File: src/rtl/pipeline_stage_reg_if.sv
// Handshake bundle for one pipeline stage register: upstream entry, downstream head, flush and stall count.
// slave = the stage register itself, master = the surrounding pipeline logic.
interface pipeline_stage_reg_if #(
  parameter int unsigned DATA_W      = 32,
  parameter int unsigned SE_W        = 1,
  parameter int unsigned STALL_CNT_W = 16
) ();
  logic                   flush;
  logic                   in_valid;
  logic                   in_invalid;
  logic [DATA_W-1:0]      in_data;
  logic [SE_W-1:0]        in_se;
  logic                   in_ready;
  logic                   out_valid;
  logic                   out_invalid;
  logic [DATA_W-1:0]      out_data;
  logic [SE_W-1:0]        out_se;
  logic                   out_ready;
  logic [STALL_CNT_W-1:0] stall_cycles;

  modport slave (
    input  flush, in_valid, in_invalid, in_data, in_se, out_ready,
    output in_ready, out_valid, out_invalid, out_data, out_se, stall_cycles
  );

  modport master (
    output flush, in_valid, in_invalid, in_data, in_se, out_ready,
    input  in_ready, out_valid, out_invalid, out_data, out_se, stall_cycles
  );
endinterface

File: src/rtl/pipeline_stage_reg.sv
// Generic inter-stage pipeline register with valid/ready, optional 2-entry skid,
// synchronous flush, side-effect masking for invalid entries and a saturating stall counter.
module pipeline_stage_reg #(
  parameter int unsigned DATA_W      = 32,
  parameter int unsigned SE_W        = 1,
  parameter int unsigned SKID        = 1,
  parameter int unsigned STALL_CNT_W = 16
) (
  input  logic                 clk,
  input  logic                 rst_n,
  pipeline_stage_reg_if.slave  bus
);

  typedef enum logic [1:0] {EMPTY, ONE, TWO} state_t;

  state_t state_q, state_d;

  logic                   accept, retire, ready_w, valid_w;
  logic                   load_h_in, load_h_s, load_s, clr_h;
  logic [SE_W-1:0]        in_se_masked;
  logic [DATA_W-1:0]      h_data, s_data;
  logic                   h_inv, s_inv;
  logic [SE_W-1:0]        h_se, s_se;
  logic [STALL_CNT_W-1:0] stall_q;

  // Without the skid entry, ready must look through to out_ready to keep full throughput.
  generate
    if (SKID != 0) begin : g_skid
      assign ready_w = (state_q != TWO);
    end else begin : g_noskid
      assign ready_w = (state_q == EMPTY) || bus.out_ready;
    end
  endgenerate

  assign valid_w      = (state_q != EMPTY);
  assign accept       = bus.in_valid & ready_w;
  assign retire       = valid_w & bus.out_ready;
  assign in_se_masked = bus.in_invalid ? '0 : bus.in_se;

  assign bus.in_ready     = ready_w;
  assign bus.out_valid    = valid_w;
  assign bus.out_invalid  = h_inv;
  assign bus.out_data     = h_data;
  assign bus.out_se       = h_se;
  assign bus.stall_cycles = stall_q;

  // State register
  always_ff @(posedge clk) begin
    if (!rst_n)         state_q <= EMPTY;
    else if (bus.flush) state_q <= EMPTY;
    else                state_q <= state_d;
  end

  // Next state and datapath load controls; TWO is unreachable when SKID=0
  always_comb begin
    state_d   = state_q;
    load_h_in = 1'b0;
    load_h_s  = 1'b0;
    load_s    = 1'b0;
    clr_h     = 1'b0;
    unique case (state_q)
      EMPTY: begin
        if (accept) begin
          state_d   = ONE;
          load_h_in = 1'b1;
        end
      end
      ONE: begin
        if (accept && retire) begin
          load_h_in = 1'b1;
        end else if (accept) begin
          state_d = TWO;
          load_s  = 1'b1;
        end else if (retire) begin
          state_d = EMPTY;
          clr_h   = 1'b1;
        end
      end
      TWO: begin
        if (retire) begin
          state_d  = ONE;
          load_h_s = 1'b1;
        end
      end
      default: state_d = EMPTY;
    endcase
  end

  // Head/skid storage; flags are cleared whenever the head empties so idle outputs read zero
  always_ff @(posedge clk) begin
    if (!rst_n) begin
      h_data <= '0;
      h_inv  <= 1'b0;
      h_se   <= '0;
      s_data <= '0;
      s_inv  <= 1'b0;
      s_se   <= '0;
    end else if (bus.flush) begin
      h_inv <= 1'b0;
      h_se  <= '0;
      s_inv <= 1'b0;
      s_se  <= '0;
    end else begin
      if (load_h_in) begin
        h_data <= bus.in_data;
        h_inv  <= bus.in_invalid;
        h_se   <= in_se_masked;
      end else if (load_h_s) begin
        h_data <= s_data;
        h_inv  <= s_inv;
        h_se   <= s_se;
      end else if (clr_h) begin
        h_inv <= 1'b0;
        h_se  <= '0;
      end
      if (load_s) begin
        s_data <= bus.in_data;
        s_inv  <= bus.in_invalid;
        s_se   <= in_se_masked;
      end
    end
  end

  // Stall counter survives flush; only reset clears it
  always_ff @(posedge clk) begin
    if (!rst_n) begin
      stall_q <= '0;
    end else if (valid_w && !bus.out_ready && (stall_q != {STALL_CNT_W{1'b1}})) begin
      stall_q <= stall_q + STALL_CNT_W'(1);
    end
  end

endmodule

File: src/flat_wrapper.sv
// flat-port wrapper written by rule: the top's interface ports become plain ports
module pipeline_stage_reg_flat 
#(
  parameter int unsigned DATA_W      = 32,
  parameter int unsigned SE_W        = 1,
  parameter int unsigned SKID        = 1,
  parameter int unsigned STALL_CNT_W = 16
)
  (clk, rst_n, bus_flush, bus_in_valid, bus_in_invalid, bus_in_data, bus_in_se, bus_out_ready, bus_in_ready, bus_out_valid, bus_out_invalid, bus_out_data, bus_out_se, bus_stall_cycles);
  pipeline_stage_reg_if #(.DATA_W(DATA_W), .SE_W(SE_W), .STALL_CNT_W(STALL_CNT_W)) bus_i ();
  input  logic clk;
  input  logic rst_n;
  input wire logic [$bits(bus_i.flush)-1:0] bus_flush;
  input wire logic [$bits(bus_i.in_valid)-1:0] bus_in_valid;
  input wire logic [$bits(bus_i.in_invalid)-1:0] bus_in_invalid;
  input wire logic [$bits(bus_i.in_data)-1:0] bus_in_data;
  input wire logic [$bits(bus_i.in_se)-1:0] bus_in_se;
  input wire logic [$bits(bus_i.out_ready)-1:0] bus_out_ready;
  output wire logic [$bits(bus_i.in_ready)-1:0] bus_in_ready;
  output wire logic [$bits(bus_i.out_valid)-1:0] bus_out_valid;
  output wire logic [$bits(bus_i.out_invalid)-1:0] bus_out_invalid;
  output wire logic [$bits(bus_i.out_data)-1:0] bus_out_data;
  output wire logic [$bits(bus_i.out_se)-1:0] bus_out_se;
  output wire logic [$bits(bus_i.stall_cycles)-1:0] bus_stall_cycles;
  assign bus_i.flush = bus_flush;
  assign bus_i.in_valid = bus_in_valid;
  assign bus_i.in_invalid = bus_in_invalid;
  assign bus_i.in_data = bus_in_data;
  assign bus_i.in_se = bus_in_se;
  assign bus_i.out_ready = bus_out_ready;
  assign bus_in_ready = bus_i.in_ready;
  assign bus_out_valid = bus_i.out_valid;
  assign bus_out_invalid = bus_i.out_invalid;
  assign bus_out_data = bus_i.out_data;
  assign bus_out_se = bus_i.out_se;
  assign bus_stall_cycles = bus_i.stall_cycles;
  pipeline_stage_reg #(.DATA_W(DATA_W), .SE_W(SE_W), .SKID(SKID), .STALL_CNT_W(STALL_CNT_W)) u_core (.clk(clk), .rst_n(rst_n), .bus(bus_i));
endmodule
File: config.mk
export PLATFORM = sky130hd
export DESIGN_NAME = pipeline_stage_reg_flat
export DESIGN_NICKNAME = d
export VERILOG_FILES = /design/src/rtl/pipeline_stage_reg_if.sv /design/src/rtl/pipeline_stage_reg.sv /design/src/flat_wrapper.sv
export SDC_FILE = /design/constraint.sdc
export NUM_CORES = 1
export LEC_CHECK = 0
export CAP_MARGIN = 20
export CORE_ASPECT_RATIO = 1.1
export CORE_MARGIN = 2
export CORE_UTILIZATION = 40
export DETAILED_ROUTE_END_ITERATION = 8
export GPL_TIMING_DRIVEN = 0
export PLACE_DENSITY_LB_ADDON = 0.25
export SETUP_SLACK_MARGIN = 0.15
export SLEW_MARGIN = 5
export SYNTH_ARGS = -nofsm -noshare
export SYNTH_HDL_FRONTEND = slang
export SYNTH_SLANG_ARGS = --single-unit
File: constraint.sdc
create_clock -name clk -period 4.53 [get_ports clk]
set_input_delay 1.1325 -clock clk [delete_from_list [all_inputs] [get_ports clk]]
set_output_delay 1.1325 -clock clk [all_outputs]
set_load 0.005 [all_outputs]
==> flow_summary.json <==
{
  "startpoint_type": "input pin",
  "post_cts_buffers": 0,
  "synth.area.mux_share": 0.1323,
  "netlist_instances": 428,
  "worstMarginPinSlew_ns": 0.6993,
  "period_needed_ns": 2.995,
  "synth_nets": 468,
  "fmax_mhz": 333.8,
  "register_area_um2": 1722,
  "worstPathArrival_ns": 3.28,
  "antenna_left": 0,
  "hold_end": "u_core.s_data[14]",
  "routed_wl_mm": 10.25,
  "drive_above_1_share": 0.1180,
  "h-tree-depth": 3,
  "clk_latency_ns": 0.36,
  "endpoint_kind": "flop",
  "syn_area_per_cell_um2": 9.480,
  "p_leak_uw": 0.001895,
  "port_buffers": 90,
  "numClockSinks": 86,
  "via_count": 3562,
  "whs_path_depth": 2,
  "die_y_um": 109.6,
  "synth_top_family_by_area": "compound AO/OA/AOI/OAI gates",
  "hold_viol": 0,
  "synth-seq-area-share": 0.4243,
  "cts_tree": "done",
  "maxSlewHeadroom": 0.5302,
  "worstHoldStart": "u_core.s_data[14]",
  "synthAdderAreaFrac": 0.003084,
  "cp.required_ns": 4.82,
  "dieWidth_um": 100.0,
  "cts_buffers": 9,
  "num_io_pins": 91,
  "final_cells": 654,
  "drt_iter0_drc": 117,
  "globalplace.congestion": 0.8720,
  "setup_tns_ns": 0,
  "async_reset_ff_frac": 0,
  "final_nets": 569,
  "fin_ws_ns": 1.535,
  "final_max_slew_viol_count": 0,
  "whs_ns": 0.4580,
  "status": "completed",
  "cts_max_path_buffers": 2,
  "path_max_fanout": 10,
  "ys_ff_latch": 86,
  "reg2regPathDepth": 7,
  "cts_resized": 0,
  "maxCapViolCount": 0,
  "grt_max_degree": 16,
  "pre_cts_slack_ns": 1.162,
  "utilization": 0.5366,
  "yosys.area_share.simple": 0.1523,
  "rsz0062_at_grt": "false",
  "final_common_cell": "clkdlybuf4s50_1",
  "start_util": 0.4103,
  "wl_per_cell_um": 15.68,
  "worstHoldPathType": "flop to flop",
  "synth_warnings": 0,
  "synth_compound_area_frac": 0.2390,
  "antennaDiodeCount": 0,
  "r2r_start": "u_core.state_q[0]",
  "p_per_area_nw_per_um2": 297.8,
  "grt_antenna_before_repair": 0,
  "areaGrowthSynthToFinish_pct": 30.77,
  "fin_worst_skew_ns": 0.01012,
  "core_um2": 9889,
  "ir_worst_vdd_v": 0.0001263,
  "cts_root_buf": "clkbuf_8",
  "grt_pass1_wl_mm": 16.66,
  "clkSlewWorstSetupHoldPaths_ns": 0.08,
  "ys_types": 48,
  "gr-usage-all-layers": 0.1902,
  "dieArea_um2": 10970,
  "synth_edf_count": 0,
  "cts_hold_buf": 0,
  "netlist_area_um2": 4058,
  "grt_overflow": 0,
  "rrSetupSlack_ns": 2.52,
  "ys.flop_type": "dfxtp_1",
  "remaining_drc_errors": 0,
  "multi_input_area_um2": 2137,
  "period_share": 0.6612,
  "first_pass_iters": 4,
  "mostFrequentLayoutCells": "90 x clkdlybuf4s50_1, 86 x dfxtp_1, 78 x nand2_1, 44 x a21oi_1, 33 x o21bai_1",
  "dp_hpwl_mm": 7.291,
  "grt_pass1_vias": 3419,
  "synth_xor_area_frac": 0,
  "startpoint": "bus_out_ready",
  "fillers": 924,
  "setup_violations": 0,
  "path_class": "input pin to flop",
  "dp.cells": 638,
  "reg2reg_to": "u_core.s_data[8]",
  "viasPerCell": 5.446,
  "fp-row-count": 38
}
[registers in the layout (all words and copies together) (netlist names)]
name / cells
u_core.bus.out_data: 32
u_core.bus.out_invalid: 1
u_core.bus.out_se: 1
u_core.bus.stall_cycles: 16
u_core.s_data: 32
u_core.s_inv: 1
u_core.s_se: 1
u_core.state_q: 2
[cells in the mapped netlist, types with 3 or more instances]
cell type / n / area share
a21oi_1: 44 / 0.054
nand3_1: 3 / 0.0037
o311a_1: 32 / 0.079
mux2_4: 28 / 0.10
mux2_2: 5 / 0.014
nor2_1: 8 / 0.0074
nand4_1: 3 / 0.0046
mux2i_1: 6 / 0.015
or4_1: 4 / 0.0074
dfxtp_1: 86 / 0.42
o21bai_1: 33 / 0.061
nor3_1: 5 / 0.0062
inv_1: 5 / 0.0046
o21ai_0: 4 / 0.0049
nand2b_1: 7 / 0.011
clkbuf_1: 30 / 0.028
buf_6: 5 / 0.014
a211oi_1: 3 / 0.0056
nand2_1: 78 / 0.072
o31ai_1: 3 / 0.0056
and4_1: 3 / 0.0065
[power by group]
part           internal [uW]  switching (uW)  leakage, uW
Sequential               779            11.8     0.000699
Combinational            138             101      0.00111
Clock                    256             295    0.0000879
[area by class of cell]
cell class	count	area share
buffer	36	0.03325
clock buffer	9	0.02334
clock inverter	7	0.01391
inverter	6	0.004244
multi-input combinational	300	0.4027
sequential	86	0.3245
tap	120	0.02830
timing repair buffer	90	0.1698
[critical path: stages]
cell             delay [ns]
clkdlybuf4s50_1        0.53
nand2b_4               0.20
buf_6                  0.13
nor3_1                 0.58
clkbuf_1               0.44
nand2_1                0.12
a21oi_1                0.15
[metal layers]
layer,vias to the layer above,wire (um),track usage
met5,-,0,0
met4,0,112,0.05675
met3,12,621,0.04895
met2,101,4836,0.3229
met1,1676,4682,0.2388
li1,1773,-,-
[worst max-delay path by stage]
stage | to | slack [ns]
final | u_core.s_data[8] | 1.53
after detailed placement | u_core.s_data[8] | 1.16
after CTS | u_core.s_data[8] | 1.53
after floorplan | u_core.bus.out_data[10] | 2.01
after global placement | u_core.s_data[28] | 1.20
after global routing | u_core.s_data[29] | 1.35
[logic make-up after synthesis]
group,count (synthesis)
AO/OA/AOI/OAI,132
AND/OR/NAND/NOR,128
flip-flops,86
buffers and inverters,42
multiplexers,39
adder cells (fa/ha/maj),1
[per-stage QoR]
stage	instance area [um2]	power, uW
global placement	5109	1044
floorplan	4058	936.7
global route	5306	1643
CTS	5306	1592
detailed placement	5109	1048
finish	5306	1580
(Power assumes the default switching activity.)
